[src/rtl/mips_pipe_param.sv]
// mips_pipe_param: four-stage MIPS-subset pipeline with a parametrised register file.
//   S1 input register -> S2 decode/operand read (with EX forwarding) -> S3 execute and
//   register write -> S4 report of NUM_OUT selected registers -> registered outputs.
// Ports:
//   clk, rst_n        clock, asynchronous active-low reset
//   in_valid          instruction/output_reg valid this cycle (0 = bubble)
//   instruction       32-bit MIPS word
//   output_reg        NUM_OUT x 5-bit register indices to report
//   out_valid         outputs valid
//   instruction_fail  illegal instruction, destination or reported index
//   out_data          NUM_OUT x DW register values (0 on fail)
module mips_pipe_param #(
    parameter int DW       = 32,
    parameter int NUM_REGS = 8,
    parameter int NUM_OUT  = 3
) (
    input  logic                  clk,
    input  logic                  rst_n,
    input  logic                  in_valid,
    input  logic [31:0]           instruction,
    input  logic [NUM_OUT*5-1:0]  output_reg,
    output logic                  out_valid,
    output logic                  instruction_fail,
    output logic [NUM_OUT*DW-1:0] out_data
);
    function automatic logic idx_ok(input logic [4:0] idx);
        return {27'd0, idx} < NUM_REGS;
    endfunction

    // Pipeline registers
    logic                 r_s1_valid, r_s2_valid, r_s3_valid, r_s4_valid;
    logic [31:0]          r_s1_instr, r_s2_instr;
    logic [NUM_OUT*5-1:0] r_s1_oreg, r_s2_oreg, r_s3_oreg, r_s4_oreg;
    logic                 r_s3_fail, r_s4_fail;
    logic [5:0]           r_s3_op;
    logic [4:0]           r_s3_rt;
    logic [15:0]          r_s3_imm;
    logic [DW-1:0]        r_s3_a, r_s3_b;
    logic                 r_out_valid, r_out_fail;
    logic [NUM_OUT*DW-1:0] r_out_data;

    // Register file view: indices at or beyond NUM_REGS read as 0 (and are flagged as fail)
    logic [DW-1:0] w_regs [32];

    // S3 execute results
    logic [DW-1:0] w_s3_res;
    logic [4:0]    w_s3_dest;
    logic          w_s3_bad;
    logic          w_s3_fail;
    logic          w_s3_wr;
    logic [DW-1:0] w_imm_sx, w_imm_zx;

    assign w_imm_sx = DW'($signed(r_s3_imm));
    assign w_imm_zx = DW'(r_s3_imm);

    // Shifts by shamt >= DW naturally yield 0 for logical shifts on a DW-bit operand.
    always_comb begin
        w_s3_res  = '0;
        w_s3_bad  = 1'b0;
        w_s3_dest = r_s3_rt;
        case (r_s3_op)
            6'b000000: begin
                w_s3_dest = r_s3_imm[15:11];
                case (r_s3_imm[5:0])
                    6'b100000: w_s3_res = r_s3_a + r_s3_b;
                    6'b100010: w_s3_res = r_s3_a - r_s3_b;
                    6'b100100: w_s3_res = r_s3_a & r_s3_b;
                    6'b100101: w_s3_res = r_s3_a | r_s3_b;
                    6'b100111: w_s3_res = ~(r_s3_a | r_s3_b);
                    6'b101010: w_s3_res = ($signed(r_s3_a) < $signed(r_s3_b)) ? DW'(1) : '0;
                    6'b000000: w_s3_res = r_s3_b << r_s3_imm[10:6];
                    6'b000010: w_s3_res = r_s3_b >> r_s3_imm[10:6];
                    default:   w_s3_bad = 1'b1;
                endcase
            end
            6'b001000: w_s3_res = r_s3_a + w_imm_sx;
            6'b001100: w_s3_res = r_s3_a & w_imm_zx;
            6'b001101: w_s3_res = r_s3_a | w_imm_zx;
            default:   w_s3_bad = 1'b1;
        endcase
    end

    assign w_s3_fail = r_s3_fail | w_s3_bad | ~idx_ok(w_s3_dest);
    // Only a valid, non-failing instruction writes and acts as a forwarding source.
    assign w_s3_wr   = r_s3_valid & ~w_s3_fail;

    // Register file storage
    genvar gi;
    generate
        for (gi = 0; gi < 32; gi++) begin : g_rf
            if (gi < NUM_REGS) begin : g_reg
                logic [DW-1:0] r_val;
                always_ff @(posedge clk or negedge rst_n) begin
                    if (!rst_n)
                        r_val <= '0;
                    else if (w_s3_wr && w_s3_dest == 5'(gi))
                        r_val <= w_s3_res;
                end
                assign w_regs[gi] = r_val;
            end else begin : g_none
                assign w_regs[gi] = '0;
            end
        end
    endgenerate

    // S2 decode with forwarding from the instruction currently in S3
    logic [4:0]    w_rs, w_rt;
    logic          w_s2_fail;
    logic [DW-1:0] w_s2_a, w_s2_b;

    assign w_rs      = r_s2_instr[25:21];
    assign w_rt      = r_s2_instr[20:16];
    assign w_s2_fail = ~idx_ok(w_rs) | ~idx_ok(w_rt);
    assign w_s2_a    = (w_s3_wr && w_s3_dest == w_rs) ? w_s3_res : w_regs[w_rs];
    assign w_s2_b    = (w_s3_wr && w_s3_dest == w_rt) ? w_s3_res : w_regs[w_rt];

    // S4 report read: the register file already holds this instruction's write
    logic [NUM_OUT*DW-1:0] w_rd_data;
    logic [NUM_OUT-1:0]    w_oreg_bad;

    generate
        for (gi = 0; gi < NUM_OUT; gi++) begin : g_out
            assign w_rd_data[gi*DW +: DW] = w_regs[r_s4_oreg[gi*5 +: 5]];
            assign w_oreg_bad[gi]         = ~idx_ok(r_s4_oreg[gi*5 +: 5]);
        end
    endgenerate

    logic w_s4_fail;
    assign w_s4_fail = r_s4_fail | (|w_oreg_bad);

    always_ff @(posedge clk or negedge rst_n) begin
        if (!rst_n) begin
            r_s1_valid  <= 1'b0;
            r_s1_instr  <= '0;
            r_s1_oreg   <= '0;
            r_s2_valid  <= 1'b0;
            r_s2_instr  <= '0;
            r_s2_oreg   <= '0;
            r_s3_valid  <= 1'b0;
            r_s3_fail   <= 1'b0;
            r_s3_op     <= '0;
            r_s3_rt     <= '0;
            r_s3_imm    <= '0;
            r_s3_a      <= '0;
            r_s3_b      <= '0;
            r_s3_oreg   <= '0;
            r_s4_valid  <= 1'b0;
            r_s4_fail   <= 1'b0;
            r_s4_oreg   <= '0;
            r_out_valid <= 1'b0;
            r_out_fail  <= 1'b0;
            r_out_data  <= '0;
        end else begin
            r_s1_valid  <= in_valid;
            r_s1_instr  <= instruction;
            r_s1_oreg   <= output_reg;
            r_s2_valid  <= r_s1_valid;
            r_s2_instr  <= r_s1_instr;
            r_s2_oreg   <= r_s1_oreg;
            r_s3_valid  <= r_s2_valid;
            r_s3_fail   <= r_s2_valid & w_s2_fail;
            r_s3_op     <= r_s2_instr[31:26];
            r_s3_rt     <= r_s2_instr[20:16];
            r_s3_imm    <= r_s2_instr[15:0];
            r_s3_a      <= w_s2_a;
            r_s3_b      <= w_s2_b;
            r_s3_oreg   <= r_s2_oreg;
            r_s4_valid  <= r_s3_valid;
            r_s4_fail   <= r_s3_valid & w_s3_fail;
            r_s4_oreg   <= r_s3_oreg;
            // Bubbles report all-zero outputs regardless of their content
            r_out_valid <= r_s4_valid;
            r_out_fail  <= r_s4_valid & w_s4_fail;
            r_out_data  <= (r_s4_valid && !w_s4_fail) ? w_rd_data : '0;
        end
    end

    assign out_valid        = r_out_valid;
    assign instruction_fail = r_out_fail;
    assign out_data         = r_out_data;
endmodule

[config.mk]
export PLATFORM = sky130hd
export DESIGN_NAME = mips_pipe_param
export DESIGN_NICKNAME = d
export VERILOG_FILES = /design/src/rtl/mips_pipe_param.sv
export SDC_FILE = /design/constraint.sdc
export NUM_CORES = 2
export LEC_CHECK = 0
export CORE_ASPECT_RATIO = 0.75
export CORE_MARGIN = 3
export CORE_UTILIZATION = 57
export CTS_CLUSTER_DIAMETER = 150
export DETAILED_ROUTE_END_ITERATION = 12
export PLACE_DENSITY = 0.75
export SLEW_MARGIN = 40
export SYNTH_ARGS = -nofsm -noshare
export SYNTH_HDL_FRONTEND = slang
export SYNTH_SLANG_ARGS = --single-unit
[constraint.sdc]
create_clock -name clk -period 8 [get_ports clk]
set_clock_uncertainty 0.2 [all_clocks]
set_input_delay 0.8 -clock clk [delete_from_list [all_inputs] [get_ports clk]]
set_output_delay 0.8 -clock clk [all_outputs]
set_load 0.01 [all_outputs]
==> impl_metrics.toml <==
[clock_network]
clk_pin_slew_worst_paths_ps = 80
cts_tree = "done"
post_cts_buffers = 0
cts.htree.levels = 2
insertion_delay_ps = 640
cts-resized-gates = 0
cts_root_buf = "clkbuf_16"
cts_made_buffers = 54
clk_path_buf_depth = 3
cts.sinks = 575

[critical_path]
slowest_stage = "o21ai_0"
critical_path_class = "reg -> reg"
rr_worst_depth = 13
cpPeakStageDelay_ps = 710
crit_chain = "inv_1 > ha_1 > or4_4 > a21oi_2 > a211oi_2 > buf_4 > or3_4 > a2111oi_4 > or2_1 > a211oi_1 > o21ai_0 > nand2_1 > mux2_2"
crit_buf_inv = 2
cp_max_fo = 14
required_ps = 8300
worstSetupEndpointType = "flip-flop"
cp_top_family = "simple AND/OR/NAND/NOR gates"
start_kind = "flip-flop"
worst-path-stages = 13
critPathArrivalTime_ps = 5810

[global_routing]
antenna_found_initial = 4
grt_util_all_layers_pct = 36.8
grt_max_degree = 158
grt_pass1_wl_mm = 200
overflow = 0
first_global_vias = 30600

[detailed_routing]
post_drt_wl_per_cell_um = 30.7
drt_iter0_drc = 4284
dr.pass1.iters = 6
postRouteAntennaNets = 0
via_per_inst = 7.23
vias = 31500
drc_errors = 0
routed_wl_mm = 133

[sta]
slew_headroom_pct = 39.1
slew_viol_final = 0
fin_crit_sh_pct = 68.8
max_freq_mhz = 182
hold_viol = 0
setup_viol = 0
tightest_slew_ps = 910
fin_tns_setup_ps = 0
fin_ws_ps = 2490
rsz0062_at_grt = "false"
fin_crit_ps = 5510

[synthesis]
syn_nets = 3581
synth_cell_types = 84
synth_edf_count = 0
synth-seq-cells = 575
ys_seq_area_share_pct = 36.3
synth_flop_cell = "dfrtp_1"
synthTopCellsByArea = "dfrtp_1 (36%), mux4_2 (21%), mux2_2 (7.8%)"
synth_warnings = 0
synth.top_cell.area_share_pct = 36.3
synthCells = 3372
synth_area_um2 = 39600
async_reset_ff_share_pct = 100
yosys.area.top_type = "dfrtp_1"
synth_area_per_cell_um2 = 11.7

[placement]
post-place-ws_ps = 2840
io_buffers = 147
place_congestion = 1.04
dp_hpwl_mm = 92.0
dp.cells = 4251

[finish]
stdcell_count = 4349
fillCellCount = 5082
num-nets-final = 3585
syn_to_final_growth_pct = 10.4
finish.utilization_pct = 63.7
drive_gt1_share_pct = 25.4

[floorplan]
die-area_um2 = 72700
die_h_um = 234
start_util_pct = 57.7
fp.coreArea_um2 = 68600
die_x_um = 310
io_pins = 148
core.rowCount = 83

[power_and_ir_drop]
p_int_mw = 4.61
share_comb_of_total_power_pct = 7.7
leakagePower_nw = 19.0
power_density_nw_per_um2 = 139
switchingPower_mw = 1.48
pwr-share-clk_pct = 42.8
swShare_pct = 24.3
ir_worst_vdd_uv = 196
seqPwrFrac_pct = 49.5

[job]
cap_violations = 0

[hold_path]
hp-class = "reg -> reg"
holdPathStages = 0

[outcome]
status = "complete, no violations"
sequential cells by signal, indices dropped and copies added, names as in the netlist, 5 cells and up:
register and cells:
out_data 96, r_s3_rt 5, r_s1_instr 32, g_rf.g_reg.r_val 256
r_s2_oreg 15, r_s3_imm 16, r_s2_instr 32, r_s3_b 32
r_s3_oreg 15, r_s3_a 32, r_s4_oreg 15, r_s1_oreg 15
r_s3_op 6
cell families (layout without fill, tap and decap cells):
family | after synthesis | count (layout) | synth area share [%]
other | 0 | 1 | 0
multiplexers | 858 | 858 | 34.2
buffers and inverters | 387 | 428 | 3.83
adder cells (fa/ha/maj) | 159 | 159 | 5.08
XOR/XNOR | 51 | 51 | 1.13
flip-flops | 575 | 575 | 36.3
AO/OA/AOI/OAI | 669 | 669 | 11.8
AND/OR/NAND/NOR | 673 | 673 | 7.70
worst reg2reg max path, stage by stage (launching register included):
cell	delay, ps
dfrtp_1	590
inv_1	160
ha_1	490
or4_4	590
a21oi_2	130
a211oi_2	80
buf_4	180
or3_4	420
a2111oi_4	410
or2_1	270
a211oi_1	180
o21ai_0	710
nand2_1	520
mux2_2	430
placed cells by master (no fill, tap or decap), types with 84 or more instances in the layout:
master             n
nor2_1           276
o21ai_0          102
inv_1            119
mux2_2           273
ha_1             156
mux2i_1          216
a21oi_1          144
nand2_1          158
a21o_1            84
dfrtp_1          554
mux4_2           367
clkdlybuf4s50_1  146
Yosys cell counts, types with 17 or more instances:
master and count:
o211ai_1 34, a211oi_1 35, mux4_2 367, a221o_1 26, inv_1 119, a21o_1 84, o21ai_0 102, buf_1 65
nand2_1 159, a31oi_1 18, buf_2 38, nand2b_1 18, a221oi_1 30, nor3_1 81, ha_1 156, nand3_1 24
nor2_1 277, o21bai_1 17, mux2i_1 216, o31ai_1 32, clkbuf_1 162, mux2_2 273, a21oi_1 144, dfrtp_1 575
xnor2_1 35
power groups by stage:
stage / registers (mW) / clock network [mW] / logic, mW
after detailed placement: 3.07 / 0 / 0.460
after CTS: 3.01 / 2.64 / 0.461
after global routing: 3.02 / 2.75 / 0.496
after floorplan: 3.02 / 0 / 0.302
after global placement: 3.06 / 0 / 0.447
final: 3.01 / 2.61 / 0.469
area by class of cell:
type	count	area, um2	area share, %
Sequential cell	575	14400	33.0
Inverter	120	450	1.03
Clock inverter	16	228	0.521
Multi-Input combinational cell	2410	23800	54.5
Timing Repair Buffer	215	2110	4.82
Clock buffer	77	1530	3.49
Tap cell	935	1170	2.68
Antenna cell	1	2.50	0.00572
path summary, 6_finish.rpt:
check                                        start                            endpoint  slack [ps]
max                            r_s3_b[9]$_DFF_PN0_  g_rf[2].g_reg.r_val[0]$_DFFE_PN0P_        2490
min                        r_s1_instr[8]$_DFF_PN0_             r_s2_instr[8]$_DFF_PN0_         130
max reg2reg                    r_s3_b[9]$_DFF_PN0_  g_rf[2].g_reg.r_val[0]$_DFFE_PN0P_        2490
min reg2reg                r_s1_instr[8]$_DFF_PN0_             r_s2_instr[8]$_DFF_PN0_         130
max in group asynchronous                    rst_n              r_s4_oreg[7]$_DFF_PN0_        5540
min in group asynchronous                    rst_n                r_s3_b[19]$_DFF_PN0_         330
metal layers:
layer / vias to the layer above / GRT usage (%) / part of all wire [%]
li1: 12900 / - / -
met4: 4 / 13.9 / 4.5
met2: 2286 / 54.5 / 44
met1: 15800 / 53.8 / 40
met5: - / 0 / 0.015
met3: 412 / 7.91 / 11
per-stage QoR:
stage                     hold slack (ps)  cell area (um2)  total power, mW
after floorplan                       131            39600             3.32
after global placement                132            41700             3.51
after detailed placement              135            41900             3.53
after CTS                             140            43600             6.12
after global routing                  148            43700             6.26
final                                 130            43700             6.09
timing repair:
action / CTS / global route
setup endpoints to repair: 0 / 0
hold buffers: 1 / 0
endpoints found under the hold margin: 1 / 0
(Power assumes the default switching activity.)
